## src/rtl/stream_credit_tx.sv

```systemverilog
// stream_credit_tx: transmit end of a credit-based link with a registered beat output
module stream_credit_tx #(
    parameter int DATA_WIDTH  = 32,
    parameter int NUM_CREDITS = 4,
    parameter int CNT_WIDTH   = $clog2(NUM_CREDITS + 1)
) (
    input  logic                  clk_i,
    input  logic                  rst_ni,
    input  logic                  clr_i,
    input  logic                  valid_i,
    output logic                  ready_o,
    input  logic [DATA_WIDTH-1:0] data_i,
    output logic                  valid_o,
    output logic [DATA_WIDTH-1:0] data_o,
    input  logic                  credit_i,
    output logic [CNT_WIDTH-1:0]  credit_cnt_o,
    output logic                  idle_o,
    output logic                  err_o
);
    localparam logic [CNT_WIDTH-1:0] MAX_CNT = CNT_WIDTH'(NUM_CREDITS);
    localparam logic [CNT_WIDTH-1:0] ONE     = CNT_WIDTH'(1);
    logic [CNT_WIDTH-1:0]  r_cnt;
    logic [CNT_WIDTH-1:0]  w_cnt_nxt;
    logic [DATA_WIDTH-1:0] r_data;
    logic                  r_valid;
    logic                  r_err;
    logic                  w_send;
    logic                  w_ovf;
    assign ready_o      = r_cnt != '0;
    assign valid_o      = r_valid;
    assign data_o       = r_data;
    assign credit_cnt_o = r_cnt;
    assign err_o        = r_err;
    assign idle_o       = (r_cnt == MAX_CNT) && !r_valid;
    // send/credit arbitration; a credit arriving on a full counter with no send is an overflow and saturates
    always_comb begin
        w_send    = valid_i && ready_o;
        w_ovf     = credit_i && !w_send && (r_cnt == MAX_CNT);
        w_cnt_nxt = (w_send && !credit_i) ? r_cnt - ONE :
                    (credit_i && !w_send && !w_ovf) ? r_cnt + ONE : r_cnt;
    end
    // state registers; clr_i acts like reset and overrides any send or credit in the same cycle
    always_ff @(posedge clk_i or negedge rst_ni) begin
        if (!rst_ni) begin
            r_cnt   <= MAX_CNT;
            r_valid <= 1'b0;
            r_data  <= '0;
            r_err   <= 1'b0;
        end else if (clr_i) begin
            r_cnt   <= MAX_CNT;
            r_valid <= 1'b0;
            r_data  <= '0;
            r_err   <= 1'b0;
        end else begin
            r_cnt   <= w_cnt_nxt;
            r_valid <= w_send;
            if (w_send) r_data <= data_i;
            if (w_ovf) r_err <= 1'b1;
        end
    end
endmodule
```

## config.mk

```make
export PLATFORM = sky130hd
export DESIGN_NAME = stream_credit_tx
export DESIGN_NICKNAME = d
export VERILOG_FILES = /design/src/rtl/stream_credit_tx.sv
export SDC_FILE = /design/constraint.sdc
export NUM_CORES = 1
export LEC_CHECK = 0
export BUFFER_PORTS_ARGS = -buffer_cell sky130_fd_sc_hd__buf_4
export CELL_PAD_IN_SITES_DETAIL_PLACEMENT = 1
export CELL_PAD_IN_SITES_GLOBAL_PLACEMENT = 2
export CORE_UTILIZATION = 25
export CTS_CLUSTER_DIAMETER = 60
export DETAILED_ROUTE_END_ITERATION = 16
export GPL_TIMING_DRIVEN = 1
export PLACE_DENSITY_LB_ADDON = 0.1
export SLEW_MARGIN = 25
export SYNTH_ARGS = -nofsm -noshare
export SYNTH_HDL_FRONTEND = slang
export SYNTH_SLANG_ARGS = --single-unit
```

## constraint.sdc

```tcl
create_clock -name clk_i -period 4.7 [get_ports clk_i]
set_clock_uncertainty 0.05 [all_clocks]
set_input_delay 0.235 -clock clk_i [delete_from_list [all_inputs] [get_ports clk_i]]
set_output_delay 0.235 -clock clk_i [all_outputs]
set_load 0.005 [all_outputs]
```

==> Flow_metrics.wiki, run 1 <==
{| class="wikitable"
! Metric !! Value
|-
| Outcome || complete, no violations
|-
| Total power || 0.745 mW
|-
| Max cap viols || 0
|-
| Die H || 80.9 µm
|-
| Total routing usage reported by global routing || 13.6%
|-
| Number of flops mapped to enable cells by yosys || 0
|-
| Antenna violations before repair || 0
|-
| CTS tree || built
|-
| Number of vias per cell || 4.75
|-
| Flip-flop cell with the highest count after synthesis || sky130_fd_sc_hd__dfrtp_1
|-
| GR Layer Usage met1 || 18.0%
|-
| Count of final setup violators || 0
|-
| Share of post-route cells with drive strength above 1 || 63.0%
|-
| Slew headroom || 42.9%
|-
| Worst ir drop on vdd || 0.000116 V
|-
| Total wire length || 4000 µm
|-
| Arrival time reported for the critical path endpoint || 2210 ps
|-
| Count leader, synth || sky130_fd_sc_hd__dfrtp_1
|-
| Starting utilization of the core area || 26.1%
|-
| Number of I/O port buffers || 75
|-
| Count of warnings emitted by yosys || 0
|-
| Cell taking the most area after synthesis || sky130_fd_sc_hd__dfrtp_1
|-
| Synth top cells by count || 36 x sky130_fd_sc_hd__dfrtp_1, 29 x sky130_fd_sc_hd__a22o_2, 7 x sky130_fd_sc_hd__buf_6
|-
| TritonCTS Buffers || 5
|-
| Critical R2R Capture || credit_cnt_o[1]$_DFFE_PN0P_
|-
| Worst reg2reg path depth || 6
|-
| Distinct cells, synth || 27
|-
| Vias in the first global route || 1293
|-
| Fill cell count || 662
|-
| Slew at the pin closest to its max-slew limit || 855 ps
|-
| Skew-Pair Late Insertion Delay || 280 ps
|-
| Layout-stage area growth over the synthesis result || 43.4%
|-
| H-tree levels || 2
|-
| First-pass GRT wire length || 6600 µm
|-
| Critical path, cell by cell || o31ai_1 -> nor2_1 -> fa_1 -> o21a_1 -> o211ai_1 -> a221oi_1
|-
| Largest cells by area after synthesis || sky130_fd_sc_hd__dfrtp_1 58%, sky130_fd_sc_hd__a22o_2 19%, sky130_fd_sc_hd__buf_6 5.1%
|-
| Clock-pin slew reported for the worst setup and hold paths after clock tree synthesis || 70 ps
|-
| Max-slew violation total from the final report || 0
|-
| Number of vias in the routed layout || 1229
|-
| Maximum clock frequency || 481 MHz
|-
| #FFs+latches synth || 37
|-
| Static leakage power || 1.12 nW
|-
| Number of nets in the finished design || 222
|-
| Post-route fraction of the period consumed by the critical path || 44.2%
|-
| Ys async rst share || 100%
|-
| Crit path max-delay cell type || sky130_fd_sc_hd__fa_1
|-
| Total nets after synthesis || 147
|-
| Iteration-0 DRC count of the detailed router || 26
|-
| Path type of the worst min-delay path || primary input to flip-flop
|-
| Hold path cells || 2
|-
| Sum of overflow across all layers after global routing || 0
|-
| First-pass DRT Iterations || 2
|-
| PnR worst setup slack || 2620 ps
|-
| Hold path endpoint || data_o[6]$_DFFE_PN0P_
|-
| Final hold slack || 119 ps
|-
| # diodes || 0
|-
| Largest stage delay, worst path || 510 ps
|-
| Number of design rule violations left after detail routing || 0
|-
| Worst Min Path Start || data_i[6]
|-
| PwrDens || 334 nW/µm²
|-
| Reg-to-Reg Start || credit_cnt_o[0]$_DFFE_PN0P_
|-
| Number of placement rows || 28
|-
| Number of nets still failing antenna checks after routing || 0
|-
| Setup TNS after final layout || 0 ps
|-
| Post-detail-place hpwl || 2790 µm
|-
| Flop2flop setup slack || 2620 ps
|-
| Total core area || 5960 µm²
|-
| Final Hold Vio Count || 0
|-
| Maximum count of clock buffers along a single path || 2
|-
| Setup repair after global routing missed its margin || no
|-
| Largest fanout of any net on the critical path || 9
|-
| Post-layout min period || 2080 ps
|-
| Number of setup buffers added after CTS || 0
|-
| Portion of synthesized cell area occupied by the leading cell type || 57.9%
|-
| Weighted congestion reported at the end of routability-driven placement || 0.763
|-
| Startpoint type of the worst setup path || flip-flop
|-
| Critical path start-end classification || flip-flop to flip-flop
|-
| M2 GR Usage || 20.2%
|-
| Sequential fraction of the synthesis area || 59.6%
|-
| Per-instance average area after synthesis || 14.3 µm²
|-
| Area enclosed by the die boundary || 6550 µm²
|-
| Synthesized cell area || 1560 µm²
|-
| Met3 Usage GRT || 5.06%
|-
| Num Clock Sinks || 37
|-
| Worst Setup Slack post-DPL || 2620 ps
|-
| Most crowded layer after global routing || met2
|-
| Pin count of the biggest net entering global routing || 38
|-
| CP required || 4830 ps
|-
| Routed wire length per instance || 15.4 µm
|-
| Width of the chip || 80.9 µm
|-
| Top Ports || 76
|-
| CP Capture Type || flip-flop
|-
| Clock root buffer || sky130_fd_sc_hd__clkbuf_8
|-
| Number of instances in the synthesized netlist || 109
|}
-- state kept, by name, indices dropped and copies added (netlist names) --
register and count:
credit_cnt_o 3, data_o 32, err_o 1, valid_o 1
-- per-layer routing --
layer / vias to the layer above / share of wire, %
li1: 559 / -
met1: 621 / 42
met3: 7 / 6.8
met5: - / 0
met4: 0 / 1.4
met2: 42 / 50
-- per-stage QoR --
stage,instance area (µm²),util [%],cells
2_1_floorplan,1560,-,109
3_3_place_gp,2130,35.8,251
3_5_place_dp,2130,35.8,251
4_1_cts,2230,37.5,259
5_1_grt,2230,37.5,259
6_report,2230,37.5,259
-- area by class of cell --
cell class	count	area, µm²	share of cell area (%)
Clock inverter	1	7.51	0.336
Inverter	3	11.3	0.504
Clock buffer	6	82.6	3.70
Timing Repair Buffer	77	581	26.0
Tap cell	75	93.8	4.20
Sequential cell	37	927	41.5
Multi-Input combinational cell	60	529	23.7
-- repair_timing --
action / 4_1_cts / 5_1_grt
hold endpoints to repair: 36 / 0
gates resized for setup: 0 / 0
hold buffers: 1 / 0
-- cells by family after synthesis --
family,synth area share [%]
compound gates,27.4
fa+ha+maj,1.29
simple gates,3.38
buf+inv,6.59
xor+xnor,1.13
flops,59.6
mux,0.643
-- worst max-delay path, delay by kind of cell, from the launching register on --
kind / cells / cell delay (ps)
adders and majority gates: 1 / 510
and+or+nand+nor: 1 / 100
AOI/OAI and AO/OA: 4 / 830
DFF: 1 / 490
-- placed cells by master, fill, tap and decap left out, drive strengths merged --
master / count
inv: 3
o21a: 2
mux2i: 1
clkinvlp: 1
o2bb2ai: 1
a21oi: 2
o221ai: 1
a41oi: 1
o32a: 1
a31oi: 1
dfrtp: 36
dlygate4sd3: 1
nor2: 6
a221oi: 1
nand2b: 1
dfstp: 1
clkbuf: 6
nand3: 1
o31ai: 1
xor2: 2
buf: 76
or3: 1
nand2: 2
o211ai: 2
fa: 1
a22o: 32
-- power by group --
| group | switching [mW] | internal (mW) |
|---|---|---|
| Clock | 0.113 | 0.116 |
| Sequential | 0.0219 | 0.344 |
| Combinational | 0.0615 | 0.0887 |
-- how the worst max path moves through the flow --
| stage | from | to | slack (ps) | cells after the start |
|---|---|---|---|---|
| 6_report | credit_cnt_o[0]$_DFFE_PN0P_ | credit_cnt_o[1]$_DFFE_PN0P_ | 2620 | 6 |
| 5_1_grt | credit_cnt_o[0]$_DFFE_PN0P_ | credit_cnt_o[1]$_DFFE_PN0P_ | 2440 | 6 |
| 4_1_cts | credit_cnt_o[0]$_DFFE_PN0P_ | credit_cnt_o[1]$_DFFE_PN0P_ | 2600 | 6 |
| 3_5_place_dp | credit_cnt_o[0]$_DFFE_PN0P_ | credit_cnt_o[1]$_DFFE_PN0P_ | 2620 | 6 |
| 3_3_place_gp | credit_cnt_o[0]$_DFFE_PN0P_ | credit_cnt_o[1]$_DFFE_PN0P_ | 2690 | 6 |
| 2_1_floorplan | credit_cnt_o[0]$_DFFE_PN0P_ | credit_cnt_o[1]$_DFFE_PN0P_ | 2800 | 6 |
Power figures use the tool's default switching activity.
==> run 2, diff against run 1 <==
==> constraint.sdc (replaced) <==
create_clock -name clk_i -period 2.1 [get_ports clk_i]
set_clock_uncertainty 0.05 [all_clocks]
set_input_delay 0.105 -clock clk_i [delete_from_list [all_inputs] [get_ports clk_i]]
set_output_delay 0.105 -clock clk_i [all_outputs]
set_load 0.005 [all_outputs]
==> run 2 against run 1 <==
Sequential power grew 120%. Critical path type unchanged. Die area unchanged. Wire length up 16%. Critical path depth is the same. Setup slack got worse by 2500 ps. Critical endpoint unchanged. Power rose to 2.5 times the previous value. Worst hold slack got worse by 97 ps. Via count up 14%. Core utilization is 6.6 points higher. Count of clock-buffer cells in the layout grew 1.
==> Flow_metrics.wiki, run 2 (synthesis results as in run 1) <==
{| class="wikitable"
! Metric !! Value
|-
| PnR worst setup slack || 116 ps (was 2620 ps)
|-
| Flop2flop setup slack || 120 ps (was 2620 ps)
|-
| Worst Setup Slack post-DPL || 121 ps (was 2620 ps)
|-
| Total routing usage reported by global routing || 14.8% (was 13.6%)
|-
| Number of placement rows || 28 (unchanged)
|-
| H-tree levels || 2 (unchanged)
|-
| Post-layout min period || 1980 ps (was 2080 ps)
|-
| Critical path start-end classification || flip-flop to flip-flop (unchanged)
|-
| Most common cell after layout, fill and taps aside || sky130_fd_sc_hd__buf_4 (unchanged)
|-
| TritonCTS Buffers || 5 (unchanged)
|-
| Largest stage delay, worst path || 520 ps (was 510 ps)
|-
| Routed wire length per instance || 15.5 µm (was 15.4 µm)
|-
| First-pass DRT Iterations || 4 (was 2)
|-
| Clock root buffer || sky130_fd_sc_hd__clkbuf_8 (unchanged)
|-
| Worst ir drop on vdd || 0.000368 V (was 0.000116 V)
|-
| Number of I/O port buffers || 75 (unchanged)
|-
| Worst setup path startpoint || credit_cnt_o[2]$_DFFE_PN1P_ (was credit_cnt_o[0]$_DFFE_PN0P_)
|-
| Max FFs per register || 32 (unchanged)
|-
| Setup repair after global routing missed its margin || no (unchanged)
|-
| PwrDens || 712 nW/µm² (was 334 nW/µm²)
|-
| Path type of the worst min-delay path || primary input to flip-flop (unchanged)
|-
| Total wire length || 4630 µm (was 4000 µm)
|-
| Hold-fix buffers at CTS || 32 (was 1)
|-
| Crit path max-delay cell type || sky130_fd_sc_hd__fa_1 (unchanged)
|-
| Maximum clock frequency || 504 MHz (was 481 MHz)
|-
| Number of design rule violations left after detail routing || 0 (unchanged)
|-
| Skew-Pair Late Insertion Delay || 280 ps (about the same)
|-
| CP required || 2230 ps (was 4830 ps)
|-
| CTS tree || built (unchanged)
|-
| Largest fanout of any net on the critical path || 10 (was 9)
|-
| Critical path, cell by cell || o31ai_1 -> nor2_1 -> fa_1 -> o21a_1 -> o211ai_1 -> a221oi_1 (unchanged)
|-
| Max cap viols || 0 (unchanged)
|-
| Starting utilization of the core area || 26.1% (unchanged)
|-
| Clock-pin slew reported for the worst setup and hold paths after clock tree synthesis || 70 ps (about the same)
|-
| Num Clock Sinks || 37 (unchanged)
|-
| Antenna violations before repair || 0 (unchanged)
|-
| Outcome || complete, no violations (unchanged)
|-
| Slew at the pin closest to its max-slew limit || 494 ps (was 855 ps)
|-
| Most frequent cells in the layout || 82 x sky130_fd_sc_hd__buf_4, 36 x sky130_fd_sc_hd__dfrtp_1, 33 x sky130_fd_sc_hd__dlygate4sd3_1 (was 76 x sky130_fd_sc_hd__buf_4, 36 x sky130_fd_sc_hd__dfrtp_1, 29 x sky130_fd_sc_hd__a22o_2)
|-
| Number of setup buffers added after CTS || 0 (unchanged)
|-
| Count of final setup violators || 0 (unchanged)
|-
| # diodes || 0 (unchanged)
|-
| Max-slew violation total from the final report || 0 (unchanged)
|-
| Startpoint type of the worst setup path || flip-flop (unchanged)
|-
| Area enclosed by the die boundary || 6550 µm² (unchanged)
|-
| Capturing instance or port of the critical path || credit_cnt_o[1]$_DFFE_PN0P_ (unchanged)
|-
| Layout-stage area growth over the synthesis result || 68.6% (was 43.4%)
|-
| Number of vias per cell || 4.68 (was 4.75)
|-
| Top Ports || 76 (unchanged)
|-
| Setup TNS after final layout || 0 ps (unchanged)
|-
| Arrival time reported for the critical path endpoint || 2110 ps (was 2210 ps)
|-
| CP Capture Type || flip-flop (unchanged)
|-
| Post-route fraction of the period consumed by the critical path || 94.5% (was 44.2%)
|-
| First-pass GRT wire length || 7230 µm (was 6600 µm)
|-
| Slew headroom || 67.1% (was 42.9%)
|-
| Number of nets still failing antenna checks after routing || 0 (unchanged)
|-
| Maximum count of clock buffers along a single path || 2 (unchanged)
|-
| Pin count of the biggest net entering global routing || 38 (unchanged)
|-
| Reg-to-Reg Start || credit_cnt_o[2]$_DFFE_PN1P_ (was credit_cnt_o[0]$_DFFE_PN0P_)
|-
| Number of vias in the routed layout || 1395 (was 1229)
|-
| Vias in the first global route || 1465 (was 1293)
|-
| Post-detail-place hpwl || 3000 µm (was 2790 µm)
|-
| Iteration-0 DRC count of the detailed router || 28 (was 26)
|-
| Worst reg2reg path depth || 6 (unchanged)
|-
| Static leakage power || 1.30 nW (was 1.12 nW)
|-
| Die H || 80.9 µm (unchanged)
|-
| Number of nets in the finished design || 260 (was 222)
|-
| Total core area || 5960 µm² (unchanged)
|-
| Critical R2R Capture || credit_cnt_o[1]$_DFFE_PN0P_ (unchanged)
|-
| Width of the chip || 80.9 µm (unchanged)
|-
| Sum of overflow across all layers after global routing || 0 (unchanged)
|-
| Final Hold Vio Count || 0 (unchanged)
|-
| Gates resized, CTS repair || 0 (unchanged)
|-
| Share of post-route cells with drive strength above 1 || 54.7% (was 63.0%)
|-
| Weighted congestion reported at the end of routability-driven placement || 0.657 (was 0.763)
|}
==> run 2: cell count changes in the layout (fill, tap and decap cells not counted) <==
| cell | previous run | this run |
|---|---|---|
| sky130_fd_sc_hd__clkbuf_1 | 0 | 1 |
| sky130_fd_sc_hd__dlygate4sd3_1 | 1 | 33 |
| sky130_fd_sc_hd__buf_4 | 76 | 82 |
| sky130_fd_sc_hd__clkinvlp_4 | 1 | 0 |
| sky130_fd_sc_hd__bufinv_16 | 0 | 1 |
==> run 2: report_power, final <==
part	switching [mW]	total, mW	leakage [nW]	internal, mW
Clock	0.252	0.639	0.0585	0.387
Sequential	0.0400	0.810	0.492	0.770
Combinational	0.167	0.420	0.746	0.252
==> run 2: layout make-up <==
| cell class | count | area, µm² |
|---|---|---|
| Clock buffer | 7 | 86.3 |
| Clock inverter | 1 | 30.0 |
| Fill cell | 646 | 3330 |
| Inverter | 3 | 11.3 |
| Multi-Input combinational cell | 60 | 529 |
| Sequential cell | 37 | 927 |
| Tap cell | 75 | 93.8 |
| Timing Repair Buffer | 115 | 946 |
==> run 2: how the worst min path moves through the flow <==
stage,slack [ps],depth (start not counted),startpoint,end
CTS,2,2,data_i[8],data_o[8]$_DFFE_PN0P_
finish,20,2,data_i[5],data_o[5]$_DFFE_PN0P_
global route,10,2,data_i[5],data_o[5]$_DFFE_PN0P_
detailed placement,60,1,rst_ni,credit_cnt_o[0]$_DFFE_PN0P_
floorplan,-240,0,rst_ni,credit_cnt_o[0]$_DFFE_PN0P_
global placement,50,1,rst_ni,err_o$_DFFE_PN0P_
==> run 2: through the flow <==
stage,hold WS [ps],power [mW],std cells,utilization (%),area [µm²]
CTS,2.35,1.90,297,43.9,2610
global placement,48.9,1.18,257,36.6,2180
finish,22.1,1.87,298,44.1,2620
detailed placement,56.7,1.20,257,36.6,2180
floorplan,-241,0.991,109,-,1560
global route,10.4,1.97,298,44.1,2620
==> run 2: layer usage <==
metal  vias to the layer above  part of all wire (%)  global-route usage [%]
li1                        636                     -                       -
met1                       694                    41                    17.5
met2                        54                    52                    24.7
met3                        11                   5.2                    4.49
met4                         0                   2.0                    6.43
met5                         -                     0                       0
==> run 2: critical path: cells and delay by family, from the launching register on <==
family | cells | cell delay [ps]
adders and majority gates | 1 | 520
DFF | 1 | 420
AOI/OAI and AO/OA | 4 | 790
and+or+nand+nor | 1 | 100
==> run 3, diff against run 2 <==
--- a/config.mk
+++ b/config.mk
@@ -8,7 +8,7 @@
 export BUFFER_PORTS_ARGS = -buffer_cell sky130_fd_sc_hd__buf_4
 export CELL_PAD_IN_SITES_DETAIL_PLACEMENT = 1
 export CELL_PAD_IN_SITES_GLOBAL_PLACEMENT = 2
-export CORE_UTILIZATION = 25
+export CORE_UTILIZATION = 28
 export CTS_CLUSTER_DIAMETER = 60
 export DETAILED_ROUTE_END_ITERATION = 16
 export GPL_TIMING_DRIVEN = 1
==> run 3 against run 2 <==
Core utilization increased by 5.6 points. Design area shrank 0.81%. Sequential power about the same. Setup slack got worse by 7.6 ps. Critical path depth unchanged. Final cell count shrank 2.3%. Worst hold slack worse by 9.6 ps. Die area fell by 10%. Power shrank 8.0%. Combinational power increased by 1%. First-iteration DRC count increased by 89%. Sequential cell count unchanged.
==> Flow_metrics.wiki, run 3 (synthesis results as in run 1) <==
{| class="wikitable"
! Metric !! Value
|-
| Startpoint type of the worst setup path || flip-flop (unchanged)
|-
| Layout-stage area growth over the synthesis result || 67.2% (was 68.6%)
|-
| First-pass GRT wire length || 7290 µm (was 7230 µm)
|-
| CP required || 2210 ps (was 2230 ps)
|-
| Num Clock Sinks || 37 (unchanged)
|-
| Clock root buffer || sky130_fd_sc_hd__clkbuf_8 (unchanged)
|-
| Static leakage power || 1.28 nW (was 1.30 nW)
|-
| Die H || 76.6 µm (was 80.9 µm)
|-
| Placement Cell Area || 2180 µm² (about the same)
|-
| Critical path start-end classification || flip-flop to flip-flop (unchanged)
|-
| Max FFs per register || 32 (unchanged)
|-
| Top Ports || 76 (unchanged)
|-
| Vias in the first global route || 1411 (was 1465)
|-
| TritonCTS Buffers || 5 (unchanged)
|-
| First-pass DRT Iterations || 4 (unchanged)
|-
| Number of design rule violations left after detail routing || 0 (unchanged)
|-
| Max cap viols || 0 (unchanged)
|-
| Final Hold Vio Count || 0 (unchanged)
|-
| Total core area || 5240 µm² (was 5960 µm²)
|-
| Worst reg2reg path depth || 6 (unchanged)
|-
| Count of final setup violators || 0 (unchanged)
|-
| Number of I/O port buffers || 75 (unchanged)
|-
| Slew headroom || 67.7% (was 67.1%)
|-
| Starting utilization of the core area || 29.7% (was 26.1%)
|-
| Post-detail-place hpwl || 2840 µm (was 3000 µm)
|-
| Most common cell after layout, fill and taps aside || sky130_fd_sc_hd__buf_4 (unchanged)
|-
| Clock-pin slew reported for the worst setup and hold paths after clock tree synthesis || 70 ps (about the same)
|-
| Outcome || complete, no violations (unchanged)
|-
| Largest fanout of any net on the critical path || 10 (unchanged)
|-
| Area enclosed by the die boundary || 5860 µm² (was 6550 µm²)
|-
| Most frequent cells in the layout || 78 x sky130_fd_sc_hd__buf_4, 36 x sky130_fd_sc_hd__dfrtp_1, 33 x sky130_fd_sc_hd__dlygate4sd3_1 (was 82 x sky130_fd_sc_hd__buf_4, 36 x sky130_fd_sc_hd__dfrtp_1, 33 x sky130_fd_sc_hd__dlygate4sd3_1)
|-
| Setup repair after global routing missed its margin || no (unchanged)
|-
| Skew-Pair Late Insertion Delay || 280 ps (about the same)
|-
| Setup TNS after final layout || 0 ps (unchanged)
|-
| PwrDens || 661 nW/µm² (was 712 nW/µm²)
|-
| Post-route fraction of the period consumed by the critical path || 94.8% (was 94.5%)
|-
| Final std cell area, no fill || 2600 µm² (was 2620 µm²)
|-
| Max-slew violation total from the final report || 0 (unchanged)
|-
| Width of the chip || 76.6 µm (was 80.9 µm)
|-
| Share of post-route cells with drive strength above 1 || 55.2% (was 54.7%)
|-
| Number of vias per cell || 4.68 (about the same)
|-
| Hold path cells || 2 (unchanged)
|-
| Sum of overflow across all layers after global routing || 0 (unchanged)
|-
| Iteration-0 DRC count of the detailed router || 53 (was 28)
|-
| Routed wire length per instance || 16.0 µm (was 15.5 µm)
|-
| Post-layout min period || 1990 ps (was 1980 ps)
|-
| Worst ir drop on vdd || 0.000343 V (was 0.000368 V)
|-
| Total routing usage reported by global routing || 16.1% (was 14.8%)
|-
| CTS tree || built (unchanged)
|-
| Maximum count of clock buffers along a single path || 2 (unchanged)
|-
| Maximum clock frequency || 502 MHz (was 504 MHz)
|-
| Total wire length || 4650 µm (was 4630 µm)
|-
| Number of vias in the routed layout || 1363 (was 1395)
|-
| Number of placement rows || 26 (was 28)
|-
| GR Layer Usage met1 || 19.1% (was 17.5%)
|-
| Met3 Usage GRT || 3.59% (was 4.49%)
|-
| Arrival time reported for the critical path endpoint || 2110 ps (about the same)
|-
| CP Capture Type || flip-flop (unchanged)
|-
| Number of nets in the finished design || 258 (was 260)
|-
| Slew at the pin closest to its max-slew limit || 485 ps (was 494 ps)
|-
| M2 GR Usage || 28.6% (was 24.7%)
|-
| Number of nets still failing antenna checks after routing || 0 (unchanged)
|-
| Most crowded layer after global routing || met2 (unchanged)
|-
| Total power || 1.72 mW (was 1.87 mW)
|-
| Antenna violations before repair || 0 (unchanged)
|-
| Weighted congestion reported at the end of routability-driven placement || 0.754 (was 0.657)
|-
| Fill cell count || 583 (was 646)
|-
| Path type of the worst min-delay path || primary input to flip-flop (unchanged)
|-
| Pin count of the biggest net entering global routing || 38 (unchanged)
|-
| H-tree levels || 2 (unchanged)
|-
| # diodes || 0 (unchanged)
|}
==> run 3: power breakdown <==
group	internal, mW	switching [mW]	leakage (nW)	total (mW)
registers	0.770	0.0410	0.492	0.811
clock network	0.229	0.253	0.0439	0.482
logic	0.257	0.169	0.744	0.426
==> run 3: layer usage <==
| metal | vias to the layer above | part of all wire (%) |
|---|---|---|
| li1 | 632 | - |
| met5 | - | 0 |
| met1 | 680 | 40 |
| met3 | 4 | 4.3 |
| met4 | 0 | 0.67 |
| met2 | 47 | 55 |
==> run 3: path summary, 6_finish.rpt <==
path	startpoint	to	slack (ps)
min in group asynchronous	rst_ni	err_o$_DFFE_PN0P_	280
setup / recovery	credit_cnt_o[2]$_DFFE_PN1P_	credit_cnt_o[1]$_DFFE_PN0P_	110
max in group asynchronous	rst_ni	credit_cnt_o[2]$_DFFE_PN1P_	1370
setup reg to reg	credit_cnt_o[2]$_DFFE_PN1P_	credit_cnt_o[1]$_DFFE_PN0P_	110
hold reg to reg	data_o[24]$_DFFE_PN0P_	data_o[24]$_DFFE_PN0P_	450
hold / removal	data_i[31]	data_o[31]$_DFFE_PN0P_	10
==> run 3: per-stage QoR <==
stage,instances,worst slack (ps),hold slack (ps),util (%)
after floorplan,109,199,-241,-
after global placement,250,250,48.2,41.6
after detailed placement,250,16.6,61.3,41.6
after CTS,289,3.64,1.80,49.2
after global routing,291,5.51,3.44,49.7
final,291,109,12.5,49.7
==> run 3: area by class of cell <==
class	count	area (µm²)	share of cell area, %
Clock buffer	5	68.8	2.64
Clock inverter	3	17.5	0.673
Inverter	3	11.3	0.433
Multi-Input combinational cell	60	534	20.5
Sequential cell	37	927	35.6
Tap cell	70	87.6	3.37
Timing Repair Buffer	113	956	36.7
==> run 3: what timing repair did <==
item	CTS	global route
buffers inserted	0	0
resized for setup	0	1
endpoints found under the hold margin	66	2
endpoints found under the setup margin	0	1
hold buffers	31	2
==> run 3: worst max-delay path, cell delays in order, from the launching register on <==
cell                       delay, ps
sky130_fd_sc_hd__dfstp_2         430
sky130_fd_sc_hd__o31ai_2         280
sky130_fd_sc_hd__nor2_1           90
sky130_fd_sc_hd__fa_1            520
sky130_fd_sc_hd__o21a_1          120
sky130_fd_sc_hd__o211ai_1         80
sky130_fd_sc_hd__a221oi_1        310
